<file path="src/rtl/id_hazard_fwd_if.sv">
// Bundle between the ID stage and the hazard/forwarding unit: ID instruction
// fields, the candidate bypass values and the resulting operands and stall.
interface id_hazard_fwd_if #(
  parameter int STALL_CNT_W = 32
);
  logic                   id_valid;
  logic [4:0]             id_rs1;
  logic [4:0]             id_rs2;
  logic                   id_use1;
  logic                   id_use2;
  logic [4:0]             id_rd;
  logic                   id_we;
  logic                   id_is_load;
  logic                   flush;
  logic [31:0]            rf_rD1;
  logic [31:0]            rf_rD2;
  logic [31:0]            ex_result;
  logic [31:0]            mem_result;
  logic [31:0]            mem_load_data;
  logic [31:0]            wb_value;
  logic [31:0]            fwd_rD1;
  logic [31:0]            fwd_rD2;
  logic                   stall_id;
  logic [STALL_CNT_W-1:0] stall_cnt;

  modport master (
    output id_valid, id_rs1, id_rs2, id_use1, id_use2, id_rd, id_we, id_is_load,
           flush, rf_rD1, rf_rD2, ex_result, mem_result, mem_load_data, wb_value,
    input  fwd_rD1, fwd_rD2, stall_id, stall_cnt
  );

  modport slave (
    input  id_valid, id_rs1, id_rs2, id_use1, id_use2, id_rd, id_we, id_is_load,
           flush, rf_rD1, rf_rD2, ex_result, mem_result, mem_load_data, wb_value,
    output fwd_rD1, fwd_rD2, stall_id, stall_cnt
  );
endinterface

</file>
<file path="src/rtl/id_hazard_fwd.sv">
// ID-stage hazard detection and operand bypass. Only destination tags of the
// EX/MEM/WB instructions are stored; every data value passes through
// combinationally. FWD_EN=0 turns the unit into a pure interlock.
module id_hazard_fwd #(
  parameter bit FWD_EN      = 1'b1,
  parameter int STALL_CNT_W = 32
) (
  input  logic           rf_clk,
  input  logic           rf_rst,
  id_hazard_fwd_if.slave bus
);

  typedef struct packed {
    logic       valid;
    logic [4:0] rd;
    logic       we;
    logic       is_load;
  } tag_t;

  localparam logic [STALL_CNT_W-1:0] CNT_ONE = {{(STALL_CNT_W-1){1'b0}}, 1'b1};

  tag_t                   ex_q, ex_d, mem_q, wb_q;
  logic [STALL_CNT_W-1:0] cnt_q, cnt_d;
  logic                   s1_ex, s1_mem, s1_wb;
  logic                   s2_ex, s2_mem, s2_wb;
  logic                   stall_raw, stall;
  logic [31:0]            mem_v;
  logic [31:0]            fwd1, fwd2;

  // r0 is hard-wired zero, so a write to it never creates a dependency.
  function automatic logic src_hit(input tag_t t, input logic [4:0] src, input logic used);
    return t.valid & t.we & (t.rd == src) & (src != 5'd0) & used;
  endfunction

  // Youngest producer wins. A load in EX has no data yet: keep the RF value
  // rather than falling through to an older MEM/WB result (the stall covers it).
  function automatic logic [31:0] bypass(input logic h_ex, input logic h_mem, input logic h_wb,
                                         input logic ex_ld, input logic [31:0] rf,
                                         input logic [31:0] ex_v, input logic [31:0] mem_v_i,
                                         input logic [31:0] wb_v);
    if (!FWD_EN) return rf;
    if (h_ex)    return ex_ld ? rf : ex_v;
    if (h_mem)   return mem_v_i;
    if (h_wb)    return wb_v;
    return rf;
  endfunction

  // Match each used source against each in-flight destination tag.
  always_comb begin
    s1_ex  = src_hit(ex_q,  bus.id_rs1, bus.id_use1);
    s1_mem = src_hit(mem_q, bus.id_rs1, bus.id_use1);
    s1_wb  = src_hit(wb_q,  bus.id_rs1, bus.id_use1);
    s2_ex  = src_hit(ex_q,  bus.id_rs2, bus.id_use2);
    s2_mem = src_hit(mem_q, bus.id_rs2, bus.id_use2);
    s2_wb  = src_hit(wb_q,  bus.id_rs2, bus.id_use2);
  end

  // Load-use interlock with bypass, any-hit interlock without; flush overrides.
  always_comb begin
    if (FWD_EN) stall_raw = (s1_ex | s2_ex) & ex_q.is_load;
    else        stall_raw = s1_ex | s1_mem | s1_wb | s2_ex | s2_mem | s2_wb;
    stall = stall_raw & ~bus.flush;
  end

  // Operand selection onto the ID/EX register inputs.
  always_comb begin
    mem_v = mem_q.is_load ? bus.mem_load_data : bus.mem_result;
    fwd1  = bypass(s1_ex, s1_mem, s1_wb, ex_q.is_load, bus.rf_rD1, bus.ex_result, mem_v, bus.wb_value);
    fwd2  = bypass(s2_ex, s2_mem, s2_wb, ex_q.is_load, bus.rf_rD2, bus.ex_result, mem_v, bus.wb_value);
  end

  // Next EX tag (bubble when stalled, flushed or empty) and saturating stall count.
  always_comb begin
    ex_d = '0;
    if (!(stall | bus.flush | ~bus.id_valid))
      ex_d = '{valid: 1'b1, rd: bus.id_rd, we: bus.id_we, is_load: bus.id_is_load};
    cnt_d = cnt_q;
    if (stall && (cnt_q != {STALL_CNT_W{1'b1}}))
      cnt_d = cnt_q + CNT_ONE;
  end

  // Tag pipeline and counter; reset clears tags at once so the stall drops immediately.
  always_ff @(posedge rf_clk or posedge rf_rst) begin
    if (rf_rst) begin
      ex_q  <= '0;
      mem_q <= '0;
      wb_q  <= '0;
      cnt_q <= '0;
    end else begin
      ex_q  <= ex_d;
      mem_q <= ex_q;
      wb_q  <= mem_q;
      cnt_q <= cnt_d;
    end
  end

  assign bus.fwd_rD1   = fwd1;
  assign bus.fwd_rD2   = fwd2;
  assign bus.stall_id  = stall;
  assign bus.stall_cnt = cnt_q;

endmodule
</file>
<file path="src/flat_wrapper.sv">
// flat-port wrapper written by rule: the top's interface ports become plain ports
module id_hazard_fwd_flat 
#(
  parameter bit FWD_EN      = 1'b1,
  parameter int STALL_CNT_W = 32
)
  (rf_clk, rf_rst, bus_id_valid, bus_id_rs1, bus_id_rs2, bus_id_use1, bus_id_use2, bus_id_rd, bus_id_we, bus_id_is_load, bus_flush, bus_rf_rD1, bus_rf_rD2, bus_ex_result, bus_mem_result, bus_mem_load_data, bus_wb_value, bus_fwd_rD1, bus_fwd_rD2, bus_stall_id, bus_stall_cnt);
  id_hazard_fwd_if #(.STALL_CNT_W(STALL_CNT_W)) bus_i ();
  input  logic rf_clk;
  input  logic rf_rst;
  input wire logic [$bits(bus_i.id_valid)-1:0] bus_id_valid;
  input wire logic [$bits(bus_i.id_rs1)-1:0] bus_id_rs1;
  input wire logic [$bits(bus_i.id_rs2)-1:0] bus_id_rs2;
  input wire logic [$bits(bus_i.id_use1)-1:0] bus_id_use1;
  input wire logic [$bits(bus_i.id_use2)-1:0] bus_id_use2;
  input wire logic [$bits(bus_i.id_rd)-1:0] bus_id_rd;
  input wire logic [$bits(bus_i.id_we)-1:0] bus_id_we;
  input wire logic [$bits(bus_i.id_is_load)-1:0] bus_id_is_load;
  input wire logic [$bits(bus_i.flush)-1:0] bus_flush;
  input wire logic [$bits(bus_i.rf_rD1)-1:0] bus_rf_rD1;
  input wire logic [$bits(bus_i.rf_rD2)-1:0] bus_rf_rD2;
  input wire logic [$bits(bus_i.ex_result)-1:0] bus_ex_result;
  input wire logic [$bits(bus_i.mem_result)-1:0] bus_mem_result;
  input wire logic [$bits(bus_i.mem_load_data)-1:0] bus_mem_load_data;
  input wire logic [$bits(bus_i.wb_value)-1:0] bus_wb_value;
  output wire logic [$bits(bus_i.fwd_rD1)-1:0] bus_fwd_rD1;
  output wire logic [$bits(bus_i.fwd_rD2)-1:0] bus_fwd_rD2;
  output wire logic [$bits(bus_i.stall_id)-1:0] bus_stall_id;
  output wire logic [$bits(bus_i.stall_cnt)-1:0] bus_stall_cnt;
  assign bus_i.id_valid = bus_id_valid;
  assign bus_i.id_rs1 = bus_id_rs1;
  assign bus_i.id_rs2 = bus_id_rs2;
  assign bus_i.id_use1 = bus_id_use1;
  assign bus_i.id_use2 = bus_id_use2;
  assign bus_i.id_rd = bus_id_rd;
  assign bus_i.id_we = bus_id_we;
  assign bus_i.id_is_load = bus_id_is_load;
  assign bus_i.flush = bus_flush;
  assign bus_i.rf_rD1 = bus_rf_rD1;
  assign bus_i.rf_rD2 = bus_rf_rD2;
  assign bus_i.ex_result = bus_ex_result;
  assign bus_i.mem_result = bus_mem_result;
  assign bus_i.mem_load_data = bus_mem_load_data;
  assign bus_i.wb_value = bus_wb_value;
  assign bus_fwd_rD1 = bus_i.fwd_rD1;
  assign bus_fwd_rD2 = bus_i.fwd_rD2;
  assign bus_stall_id = bus_i.stall_id;
  assign bus_stall_cnt = bus_i.stall_cnt;
  id_hazard_fwd #(.FWD_EN(FWD_EN), .STALL_CNT_W(STALL_CNT_W)) u_core (.rf_clk(rf_clk), .rf_rst(rf_rst), .bus(bus_i));
endmodule
</file>
<file path="config.mk">
export PLATFORM = sky130hd
export DESIGN_NAME = id_hazard_fwd_flat
export DESIGN_NICKNAME = d
export VERILOG_FILES = /design/src/rtl/id_hazard_fwd_if.sv /design/src/rtl/id_hazard_fwd.sv /design/src/flat_wrapper.sv
export SDC_FILE = /design/constraint.sdc
export NUM_CORES = 1
export LEC_CHECK = 0
export ABC_CLOCK_PERIOD_IN_PS = 3640
export BUFFER_PORTS_ARGS = -buffer_cell sky130_fd_sc_hd__buf_4
export CORE_AREA = 2 2 122 124
export CTS_CLUSTER_DIAMETER = 30
export DETAILED_ROUTE_END_ITERATION = 7
export DIE_AREA = 0 0 124 126
export MAX_ROUTING_LAYER = met4
export PLACE_DENSITY = 0.71
export SLEW_MARGIN = 20
export SYNTH_ARGS = -nofsm -noshare
export SYNTH_HDL_FRONTEND = slang
export SYNTH_SLANG_ARGS = --single-unit
</file>
<file path="constraint.sdc">
create_clock -name rf_clk -period 3.64 [get_ports rf_clk]
set_input_delay 0 -clock rf_clk [delete_from_list [all_inputs] [get_ports rf_clk]]
set_output_delay 0 -clock rf_clk [all_outputs]
set_load 0.01 [all_outputs]
</file>
# --- Word level (Yosys, flattened, before mapping) ---
# Index checks and enable logic that the tools add are counted.
# Widths: inputs -> output; s select.
classes:
  addsub: 1
  n_eq_ne: 7
  muxes: 28
  bitwise_logic: 28
  reduce_logical: 3
op_table:
  columns: ["cell", "count"]
  rows:
  - ["$mux 32", 15]
  - ["$add 32x1->32 const B", 1]
  - ["$ne 32x32->1 const B", 1]
  - ["$eq 5x5->1", 6]
  - ["$and 1x1->1", 23]
  - ["$mux 1", 12]
  - ["$reduce_bool 5->1", 2]
  - ["$mux 8", 1]
  - ["$or 1x1->1", 3]
  - ["$not 1->1", 2]
  - ["$logic_and 1x1->1", 1]
word_totals:
  regBits: 55
  input_bits: 215
  out_inout_bits: 97
  elab_cells: 79

# --- Logic depth before layout (Yosys ltp) ---
# Gate-level depths: netlist of run 1.
logic_depth:
  depth_word: 11
  depth_mapped: 9
  depth_no_buf: 7

# --- Worst setup path after synthesis of run 1 ---
# Ideal clock, no wire load.
synth_timing:
  path_kind: "register to register"
  start: "reg u_core.cnt_q[0] (netlist: u_core.bus.stall_cnt[0])"
  end: "reg u_core.cnt_q[20] (netlist: u_core.bus.stall_cnt[20])"
  setup_time_ps: 127
  arrival_time_ps: 1918
  slack_ps: 1595
  stages_incl_launch_ff: 9
  n_path_buf: 1
  synth_period_minus_slack_ps: 2045
  cell_sequence: "dfrtp_1 -> ha_1 -> and3_1 -> nand4_1 -> or4_1 -> o2111a_1 -> buf_6 -> and3_1 -> xor2_1"
synth_between:
  elab_chain_len: 2
  elab_cells_between_ends: 3
  classes_between: "1 x add/sub; 1 x eq/ne; 1 x reduce/logical"
synth_lines:
  columns: ["item", "line_no", "source"]
  rows:
  - ["from (decl)", "id_hazard_fwd.sv:23", "logic [STALL_CNT_W-1:0] cnt_q, cnt_d;"]
  - ["from (signal assigned)", "id_hazard_fwd.sv:93", "cnt_q <= cnt_d;"]
  - ["branches (longest 2 deep; another with $add 32x1->32)", null, null]
# Several ways; the timed one is not identified.
# A chain may end at the register's enable or synchronous reset.

# --- Final worst setup path of run 1 ---
layout_timing:
  start: "reg u_core.ex_q[3] in the netlist's numbering"
  end: "out bus_fwd_rD1[25]"
layout_between:
  elab_chain_len: 6
layout_lines:
  columns: ["item", "line_no", "source"]
  rows:
  - ["from (decl)", "id_hazard_fwd.sv:22", "tag_t ex_q, ex_d, mem_q, wb_q;"]
  - ["from (signal assigned)", "id_hazard_fwd.sv:85", "ex_q <= '0;"]
  - ["from (signal assigned)", "id_hazard_fwd.sv:90", "ex_q <= ex_d;"]
  - ["$eq 5x5->1", "id_hazard_fwd.sv:32", "return t.valid & t.we & (t.rd == src) & (src != 5'd0) & used;"]
  - ["$and 1x1->1 (3 in a row)", "id_hazard_fwd.sv:32", null]
  - ["$mux 1", "id_hazard_fwd.sv:42", "if (h_ex) return ex_ld ? rf : ex_v;"]
  - ["$mux 32", "id_hazard_fwd.sv:43", "if (h_mem) return mem_v_i;"]
  - ["to (decl)", "flat_wrapper.sv:26", "output wire logic [$bits(bus_i.fwd_rD1)-1:0] bus_fwd_rD1;"]
# Every way passes these cells.

==> results.py, run 1 <==
metrics = {
    "run_status": {
        "status": "finished, final reports clean",
    },
    "clock_tree": {
        "cts_resized": 0,
        "insertion_delay_ns": 0.29,
        "cts_max_level": 2,
        "cts_tree": "yes",
        "numClockSinks": 55,
        "cts-root-buf": "clkbuf_16",
        "clk_path_buf_depth": 2,
        "path_clk_slew_ns": 0.06,
        "cts_buffers": 5,
    },
    "floorplanning": {
        "die_w_um": 124,
        "dieHeight_um": 126,
        "num_rows": 44,
        "die_area_sq_um": 15600,
        "start_util_pct": 38.2,
        "core-area_sq_um": 14300,
        "io_pins": 312,
    },
    "routing": {
        "postRouteAntennaNets": 0,
        "avgViaCountPerCell": 5.55,
        "wl_per_cell_um": 19.7,
        "drt-initial-drc-count": 472,
        "drtPass1Iterations": 5,
        "dr_total_vias": 6323,
        "wirelength_mm": 22.4,
        "route.detailed.drc": 0,
    },
    "setup_path": {
        "endpoint_kind": "primary output",
        "critical-path-slowest-cell": "buf_4",
        "cp_common_cell": "buf_4",
        "crit_type": "reg -> out",
        "cp_slowest_stage_delay_ns": 0.70,
        "path_buf_inv": 3,
        "crit_path_cell_trace": "xnor2_1, nand4_1, nor4_4, buf_4, nor2b_4, buf_4, a221oi_2, buf_4",
        "crit_fanout": 65,
        "cp_top_family": "buffers and inverters",
        "cp.required_ns": 3.64,
        "cp.arrival_ns": 3.08,
        "startpoint_type": "flop",
    },
    "logic_synthesis": {
        "synth_enable_flop_cells": 0,
        "syn_inst": 677,
        "async_flop_share_pct": 100,
        "syn-mean-instance-area_sq_um": 8.07,
        "synth_cell_types": 38,
        "netlist.area_leader.share_pct": 25.2,
        "yosys-top-cells-area": "dfrtp_1, nand2_1, xnor2_1",
        "ys.flop_type": "dfrtp_1",
        "ys_seq_area_share_pct": 25.2,
        "yosysWarnings": 0,
        "yosys.area.top_type": "dfrtp_1",
        "synth_area_sq_um": 5460,
        "ys_seq_elements": 55,
        "postSynthNetCount": 893,
    },
    "cells_and_area": {
        "antenna-diode-count": 0,
        "syn2layout_area_growth_pct": 47.9,
        "stdcell_count": 1139,
        "nNetsFinal": 1170,
        "drive_above_1_share_pct": 41.2,
        "final_util_pct": 56.4,
    },
    "flow_run": {
        "cap_violations": 0,
    },
    "grt": {
        "grt_start_max_net_pins": 81,
        "overflow": 0,
        "antenna_found_initial": 0,
        "grt_usage_pct": 27.9,
        "grt_pass1_wl_mm": 32.9,
        "grt_pass1_vias": 5854,
    },
    "pwr": {
        "pwr-share-clk_pct": 29.6,
        "switchingPower_w": 0.000437,
        "internal_power_w": 0.00119,
        "pwr-share-seq_pct": 39.1,
        "switching_share_pct": 26.9,
        "p_leak_nw": 3.57,
        "combPwrFrac_pct": 31.3,
        "ir_drop_mv": 0.315,
        "p_per_area_nw_per_um2": 201,
    },
    "timing": {
        "tightest_slew_ns": 0.833,
        "setup_viol": 0,
        "period_needed_ns": 3.08,
        "clock-skew-final_ns": 0.00915,
        "totalNegativeSetupSlack_ns": 0,
        "timing.fmax_mhz": 324,
        "fin_crit_sh_pct": 84.7,
        "worst_slack_ns": 0.557,
        "hold_viol_final": 0,
        "slew_viol_final": 0,
        "rsz0062_at_grt": "false",
        "maxSlewHeadroom_pct": 44.5,
    },
    "place": {
        "place.gp.congestion": 0.915,
        "place_inst": 1123,
        "portBuffers": 311,
        "dp_slack_ns": 0.842,
        "hpwlAfterDp_mm": 17.2,
    },
    "min_path": {
        "hold_path_class": "in -> reg",
    },
}
==> flip-flops by register name (all words and copies together) (netlist names) <==
signal,count
u_core.ex_q,8
u_core.mem_q,8
u_core.bus.stall_cnt,32
u_core.wb_q,7
==> area by class of cell <==
cell class | instances | area [sq um]
Clock buffer | 7 | 143
Clock inverter | 1 | 5.00
Fill cell | 1348 | 6230
Inverter | 4 | 15.0
Multi-Input combinational cell | 557 | 3800
Sequential cell | 55 | 1380
Tap cell | 184 | 230
Timing Repair Buffer | 331 | 2500
==> power groups by stage <==
stage | clock network [W] | registers, W | logic, W
2_1_floorplan | 0 | 0.000639 | 0.000202
3_3_place_gp | 0 | 0.000646 | 0.000494
3_5_place_dp | 0 | 0.000646 | 0.000498
4_1_cts | 0.000488 | 0.000634 | 0.000506
5_1_grt | 0.000518 | 0.000636 | 0.000548
6_report | 0.000480 | 0.000634 | 0.000508
==> logic make-up after synthesis <==
family                     after synthesis  synth area share (%)
DFF                                     55                  25.2
muxes                                   64                  12.5
xor gates and xnor gates                61                  9.78
buffers and inverters                   65                  5.61
AOI/OAI and AO/OA                      160                  21.5
and+or+nand+nor                        271                  25.2
adders and majority gates                1                 0.229
==> layer usage <==
metal,share of wire (%),vias up,track usage (%)
met5,0,-,-
met2,48,291,45.1
met3,8.3,56,4.94
met4,4.1,0,11.0
met1,39,2942,34.5
li1,-,3034,-
==> synthesized netlist by cell type (2+ instances only) <==
master	instances
a21oi_1	57
clkbuf_1	38
or4_1	4
and4_1	4
nor2_1	6
o31ai_1	43
or4_4	2
mux2_2	32
nor4_1	3
and3_1	7
nand2_1	121
a221oi_2	19
nand3_1	28
nor4_4	2
and2_1	10
nand4_1	20
dfrtp_1	55
nor3_1	29
mux2i_1	32
nor2b_1	23
a221oi_1	2
xor2_1	18
o2111ai_1	2
buf_2	14
nand2b_1	9
inv_1	4
buf_6	6
buf_1	3
xnor2_1	43
a31oi_1	33
==> stage by stage <==
stage	total power [W]	hold slack [ns]	instance area, sq um
after global placement	0.00114	0.173	7850
after CTS	0.00163	0.122	8070
after floorplan	0.000841	0.0475	5460
after detailed placement	0.00114	0.174	7850
final	0.00162	0.112	8080
after global routing	0.00170	0.141	8080
==> final timing paths <==
kind / startpoint / endpoint / slack, ns / cells past startpoint
min: bus_id_valid / u_core.ex_q[7] / 0.11 / 2
max reg2reg: u_core.ex_q[5] / u_core.bus.stall_cnt[30] / 1.06 / 7
min in group asynchronous: rf_rst / u_core.bus.stall_cnt[18] / 0.39 / 3
max in group asynchronous: rf_rst / u_core.ex_q[5] / 2.50 / 4
min reg2reg: u_core.ex_q[7] / u_core.mem_q[7] / 0.37 / 0
max: u_core.ex_q[3] / bus_fwd_rD1[25] / 0.56 / 8
==> cells in the final DEF, fill, tap and decap left out, types with 18 or more instances in the layout <==
cell type | netlist | final
a31oi_1 | 33 | 33
nor2b_1 | 23 | 23
xnor2_1 | 43 | 43
mux2i_1 | 32 | 32
o31ai_1 | 43 | 43
mux2_2 | 32 | 32
xor2_1 | 18 | 18
a21oi_1 | 57 | 57
nand4_1 | 20 | 20
nand2_1 | 121 | 121
dfrtp_1 | 55 | 54
nand3_1 | 28 | 28
a221oi_2 | 19 | 19
nor3_1 | 29 | 29
buf_4 | 0 | 323
==> timing repair <==
item,CTS,global route
hold buffers,8,0
buffers inserted,0,0
hold endpoints to repair,41,0
Power figures use the tool's default switching activity.
==> run 2, diff against run 1 <==
--- a/config.mk
+++ b/config.mk
@@ -5,14 +5,14 @@
 export SDC_FILE = /design/constraint.sdc
 export NUM_CORES = 1
 export LEC_CHECK = 0
-export ABC_CLOCK_PERIOD_IN_PS = 3640
+export ABC_CLOCK_PERIOD_IN_PS = 3000
 export BUFFER_PORTS_ARGS = -buffer_cell sky130_fd_sc_hd__buf_4
-export CORE_AREA = 2 2 122 124
+export CORE_AREA = 2 2 123 125
 export CTS_CLUSTER_DIAMETER = 30
 export DETAILED_ROUTE_END_ITERATION = 7
-export DIE_AREA = 0 0 124 126
+export DIE_AREA = 0 0 125 127
 export MAX_ROUTING_LAYER = met4
-export PLACE_DENSITY = 0.71
+export PLACE_DENSITY = 0.7
 export SLEW_MARGIN = 20
 export SYNTH_ARGS = -nofsm -noshare
 export SYNTH_HDL_FRONTEND = slang
==> constraint.sdc (replaced) <==
create_clock -name rf_clk -period 3 [get_ports rf_clk]
set_input_delay 0 -clock rf_clk [delete_from_list [all_inputs] [get_ports rf_clk]]
set_output_delay 0 -clock rf_clk [all_outputs]
set_load 0.01 [all_outputs]
==> results.py, run 2 (synthesis results as in run 1) <==
metrics = {
    "setup_path": {
        "endpoint_kind": "primary output",
        "startpoint_type": "flop",
        "cp.arrival_ns": 2.85,
        "cp.required_ns": 3.00,
        "crit_fanout": 51,
        "crit_type": "reg -> out",
    },
    "timing": {
        "slew_viol_final": 0,
        "tightest_slew_ns": 1.00,
        "maxSlewHeadroom_pct": 33.0,
        "rsz0062_at_grt": "false",
        "clock-skew-final_ns": 0.0117,
        "setup_viol": 0,
        "totalNegativeSetupSlack_ns": 0,
        "timing.fmax_mhz": 350,
        "hold_viol_final": 0,
        "fin_crit_sh_pct": 95.1,
        "period_needed_ns": 2.85,
    },
    "grt": {
        "antenna_found_initial": 0,
        "grt_usage_pct": 27.7,
        "grt_start_max_net_pins": 67,
        "grt_pass1_vias": 6150,
        "grt_pass1_wl_mm": 34.4,
        "overflow": 0,
    },
    "clock_tree": {
        "cts_max_level": 2,
        "cts_setup_buffers": 0,
        "cts-root-buf": "clkbuf_16",
        "cts_tree": "yes",
        "path_clk_slew_ns": 0.06,
        "numClockSinks": 55,
        "cts_buffers": 5,
        "clk_path_buf_depth": 2,
        "insertion_delay_ns": 0.30,
    },
    "cells_and_area": {
        "syn2layout_area_growth_pct": 49.0,
        "drive_above_1_share_pct": 41.1,
        "nNetsFinal": 1171,
        "layout_commonest_cell": "buf_4",
        "stdcell_count": 1140,
        "largest_reg_flops": 32,
        "n_fill_cell": 1383,
        "antenna-diode-count": 0,
        "layout_common_cells": "buf_4, nand2_1, a21oi_1",
    },
    "pwr": {
        "switchingPower_w": 0.000543,
        "internal_power_w": 0.00150,
        "ir_drop_mv": 0.539,
        "combPwrFrac_pct": 30.1,
        "switching_share_pct": 26.6,
        "pwr-share-clk_pct": 32.3,
        "p_leak_nw": 3.59,
        "pwr-share-seq_pct": 37.6,
        "p_per_area_nw_per_um2": 251,
    },
    "routing": {
        "wirelength_mm": 22.5,
        "dr_total_vias": 6402,
        "postRouteAntennaNets": 0,
        "wl_per_cell_um": 19.8,
        "drtPass1Iterations": 7,
        "avgViaCountPerCell": 5.62,
        "drt-initial-drc-count": 423,
        "route.detailed.drc": 0,
    },
    "run_status": {
        "status": "finished, final reports clean",
    },
    "place": {
        "hpwlAfterDp_mm": 16.7,
        "place_inst": 1124,
        "place.gp.congestion": 0.922,
        "portBuffers": 311,
    },
    "floorplanning": {
        "num_rows": 44,
        "io_pins": 312,
        "dieHeight_um": 127,
        "die_area_sq_um": 15900,
        "core-area_sq_um": 14400,
        "start_util_pct": 37.9,
        "die_w_um": 125,
    },
    "flow_run": {
        "cap_violations": 0,
    },
    "min_path": {
        "hold_path_class": "in -> reg",
    },
}
## run 2: worst paths after layout
path / start / endpoint / slack (ns) / cells after the start
max: u_core.ex_q[5] / bus_fwd_rD2[11] / 0.15 / 8
min reg2reg: u_core.ex_q[7] / u_core.mem_q[7] / 0.37 / 0
max in group asynchronous: rf_rst / u_core.bus.stall_cnt[13] / 1.88 / 4
min: bus_id_valid / u_core.ex_q[7] / 0.11 / 2
min in group asynchronous: rf_rst / u_core.mem_q[5] / 0.37 / 3
max reg2reg: u_core.ex_q[5] / u_core.bus.stall_cnt[29] / 0.54 / 6
## run 2: power groups by stage
stage	logic (W)	clock network (W)	registers [W]
2_1_floorplan	0.000245	0	0.000776
3_3_place_gp	0.000600	0	0.000783
3_5_place_dp	0.000602	0	0.000784
4_1_cts	0.000613	0.000673	0.000769
5_1_grt	0.000662	0.000699	0.000771
6_report	0.000615	0.000661	0.000769
## run 2: layout make-up
| cell class | count | area, sq um | area share [%] |
|---|---|---|---|
| well taps | 184 | 230 | 2.83 |
| multi-input cells | 557 | 3790 | 46.6 |
| repair buffers | 332 | 2550 | 31.4 |
| inverters | 4 | 15.0 | 0.184 |
| clock buffers | 6 | 129 | 1.58 |
| clock inverters | 2 | 37.5 | 0.461 |
| flip-flops and latches | 55 | 1380 | 17.0 |
## run 2: timing repair
action	in CTS	in global routing
gates resized for setup	1	0
hold buffers	8	0
endpoints found under the setup margin	1	0
hold endpoints to repair	40	0
## run 2: stage by stage
step / util [%] / cell area, sq um / total power [W] / hold WS (ns) / setup slack, ns
CTS: 56.4 / 8140 / 0.00206 / 0.113 / 0.110
detailed placement: 54.7 / 7890 / 0.00139 / 0.157 / 0.337
global route: 56.4 / 8140 / 0.00213 / 0.138 / 0.00140
global placement: 54.7 / 7890 / 0.00138 / 0.152 / 0.355
floorplan: - / 5460 / 0.00102 / 0.0475 / 0.955
finish: 56.4 / 8140 / 0.00205 / 0.114 / 0.146
## run 2: critical path, stage by stage, from the launching register on
cell and delay, ns:
dfrtp_1 0.42, xnor2_1 0.18, nand4_1 0.16, nor4_4 0.43, buf_6 0.38, and2b_1 0.23
buf_4 0.26, a31oi_1 0.30, buf_4 0.19
## run 2: layer usage
layer  track usage [%]  wire length (um)
met5                 -                 0
met3              4.69              1870
met1              34.0              8780
met2              46.4             11100
met4              9.74               799
==> run 3, diff against run 2 <==
--- a/config.mk
+++ b/config.mk
@@ -5,14 +5,16 @@
 export SDC_FILE = /design/constraint.sdc
 export NUM_CORES = 1
 export LEC_CHECK = 0
+export ABC_AREA = 1
 export ABC_CLOCK_PERIOD_IN_PS = 3000
 export BUFFER_PORTS_ARGS = -buffer_cell sky130_fd_sc_hd__buf_4
-export CORE_AREA = 2 2 123 125
+export CAP_MARGIN = 15
+export CORE_MARGIN = 2
+export CORE_UTILIZATION = 48
 export CTS_CLUSTER_DIAMETER = 30
 export DETAILED_ROUTE_END_ITERATION = 7
-export DIE_AREA = 0 0 125 127
 export MAX_ROUTING_LAYER = met4
-export PLACE_DENSITY = 0.7
+export PLACE_DENSITY = 0.82
 export SLEW_MARGIN = 20
 export SYNTH_ARGS = -nofsm -noshare
 export SYNTH_HDL_FRONTEND = slang
==> results.py, run 3 <==
metrics = {
    "run_status": {
        "status": "finished, final reports clean",
    },
    "setup_path": {
        "cp.required_ns": 3.00,
        "ff2ff_setup_slack_ns": 0.76,
        "endpoint_kind": "primary output",
        "cp.arrival_ns": 2.38,
        "crit_type": "reg -> out",
        "r2r_cells": 9,
        "startpoint_type": "flop",
        "crit_fanout": 34,
    },
    "routing": {
        "wirelength_mm": 26.4,
        "drtPass1Iterations": 5,
        "dr_total_vias": 8581,
        "drt-initial-drc-count": 843,
        "route.detailed.drc": 0,
        "avgViaCountPerCell": 5.35,
        "postRouteAntennaNets": 0,
        "wl_per_cell_um": 16.4,
    },
    "logic_synthesis": {
        "yosysWarnings": 0,
        "synth_enable_flop_cells": 0,
        "ys_seq_area_share_pct": 21.0,
        "syn_inst": 1145,
        "yosysMostFrequentCell": "nand2_1",
        "synth_area_sq_um": 6540,
        "yosys-top-cells-area": "nand2_1, dfrtp_1, nand3_1",
        "netlist.area_leader.share_pct": 25.4,
        "postSynthNetCount": 1361,
        "syn-mean-instance-area_sq_um": 5.72,
        "ys_seq_elements": 55,
        "yosys.area.top_type": "nand2_1",
        "ys.flop_type": "dfrtp_1",
        "synth_cell_types": 31,
        "async_flop_share_pct": 100,
        "synthTopCellsByCount": "nand2_1, nand3_1, inv_1",
    },
    "grt": {
        "grt_usage_pct": 35.8,
        "grt_pass1_vias": 8009,
        "antenna_found_initial": 0,
        "overflow": 0,
        "grt_pass1_wl_mm": 40.8,
        "grt_start_max_net_pins": 65,
    },
    "timing": {
        "rsz0062_at_grt": "false",
        "tightest_slew_ns": 0.866,
        "setup_viol": 0,
        "totalNegativeSetupSlack_ns": 0,
        "clock-skew-final_ns": 0.00497,
        "fin_crit_sh_pct": 79.4,
        "hold_viol_final": 0,
        "timing.fmax_mhz": 420,
        "worst_slack_ns": 0.618,
        "period_needed_ns": 2.38,
        "slew_viol_final": 0,
        "maxSlewHeadroom_pct": 42.1,
    },
    "clock_tree": {
        "cts_tree": "yes",
        "cts_max_level": 2,
        "path_clk_slew_ns": 0.07,
        "cts_buffers": 5,
        "clk_path_buf_depth": 2,
        "cts-root-buf": "clkbuf_16",
        "numClockSinks": 55,
        "cts_setup_buffers": 0,
        "insertion_delay_ns": 0.29,
        "cts_resized": 0,
    },
    "floorplanning": {
        "die_w_um": 121,
        "num_rows": 42,
        "dieHeight_um": 121,
        "core-area_sq_um": 13300,
        "io_pins": 312,
        "die_area_sq_um": 14600,
        "start_util_pct": 49.2,
    },
    "cells_and_area": {
        "largest_reg_flops": 32,
        "syn2layout_area_growth_pct": 40.5,
        "layout_common_cells": "nand2_1, buf_4, nand3_1",
        "nNetsFinal": 1644,
        "antenna-diode-count": 0,
        "drive_above_1_share_pct": 25.6,
        "n_fill_cell": 1270,
        "layout_commonest_cell": "nand2_1",
    },
    "place": {
        "dp_slack_ns": 0.818,
        "portBuffers": 311,
        "hpwlAfterDp_mm": 19.9,
        "place.gp.congestion": 1.02,
    },
    "pwr": {
        "ir_drop_mv": 0.308,
        "p_per_area_nw_per_um2": 218,
        "p_leak_nw": 4.99,
    },
    "flow_run": {
        "cap_violations": 0,
    },
    "min_path": {
        "min_path_cells": 3,
        "hold_path_class": "in -> reg",
    },
}
-- run 3: cell count changes in the layout (fill, tap and decap cells not counted), moves of 32 or more --
cell      delta
o21ai_0     +68
nor2_1      +77
nand3_1     +82
nand2_1    +319
nand3b_1    +33
a31oi_1     -33
inv_1      +101
mux2_2      -32
o31ai_1     -43
-- run 3: stage by stage --
stage	hold WS [ns]	area [sq um]	total power, W	utilization [%]	instances
global placement	0.122	8970	0.00143	67.5	1589
floorplan	0.106	6540	0.00105	-	1145
global route	0.235	9190	0.00212	69.1	1605
finish	0.182	9190	0.00201	69.1	1605
CTS	0.185	9190	0.00201	69.1	1605
detailed placement	0.137	8970	0.00143	67.5	1589
-- run 3: layout make-up --
type	count	area (sq um)	share of cell area, %
Inverter	111	417	4.53
Multi-Input combinational cell	916	4460	48.5
Timing Repair Buffer	339	2580	28.0
Clock inverter	2	12.5	0.136
Tap cell	176	220	2.40
Clock buffer	6	129	1.40
Sequential cell	55	1380	15.0
-- run 3: path summary, 6_finish.rpt --
path	end	from
worst max-delay path	bus_fwd_rD2[28]	u_core.mem_q[2]
min in group asynchronous	u_core.ex_q[4]	rf_rst
max in group asynchronous	u_core.bus.stall_cnt[25]	rf_rst
worst max register to register	u_core.bus.stall_cnt[13]	u_core.bus.stall_cnt[0]
worst min register to register	u_core.wb_q[1]	u_core.mem_q[1]
worst min-delay path	u_core.ex_q[0]	bus_id_valid
-- run 3: worst max-delay path: stages (launching register included) --
cell	delay, ns
dfrtp_1	0.37
inv_1	0.07
or2_2	0.27
nand3_1	0.07
nor2_1	0.05
nand2_2	0.47
buf_4	0.35
nand3_1	0.10
a21oi_1	0.18
buf_4	0.15
-- run 3: layer usage --
layer	global-route usage, %	wire length [um]	vias to the layer above
met3	5.05	2220	90
met2	59.6	12800	441
met5	-	0	-
met4	14.5	1150	0
li1	-	-	4187
met1	43.9	10200	3863
-- run 3: power by group --
group | internal, W | switching (W) | total (W)
Combinational | 0.000352 | 0.000318 | 0.000671
Clock | 0.000309 | 0.000261 | 0.000569
Sequential | 0.000753 | 0.0000145 | 0.000768
-- run 3: what timing repair did --
action / CTS / global route
hold buffers: 8 / 0
hold endpoints to repair: 37 / 0
endpoints found under the setup margin: 0 / 0
-- run 3: kinds of logic after synthesis --
group           Yosys count  synth area share (%)
mux                      32                  4.89
fa+ha+maj                 1                 0.191
simple gates            701                  46.2
flops                    55                  21.0
buf+inv                 174                  11.1
compound gates          136                  10.4
xor+xnor                 46                  6.16
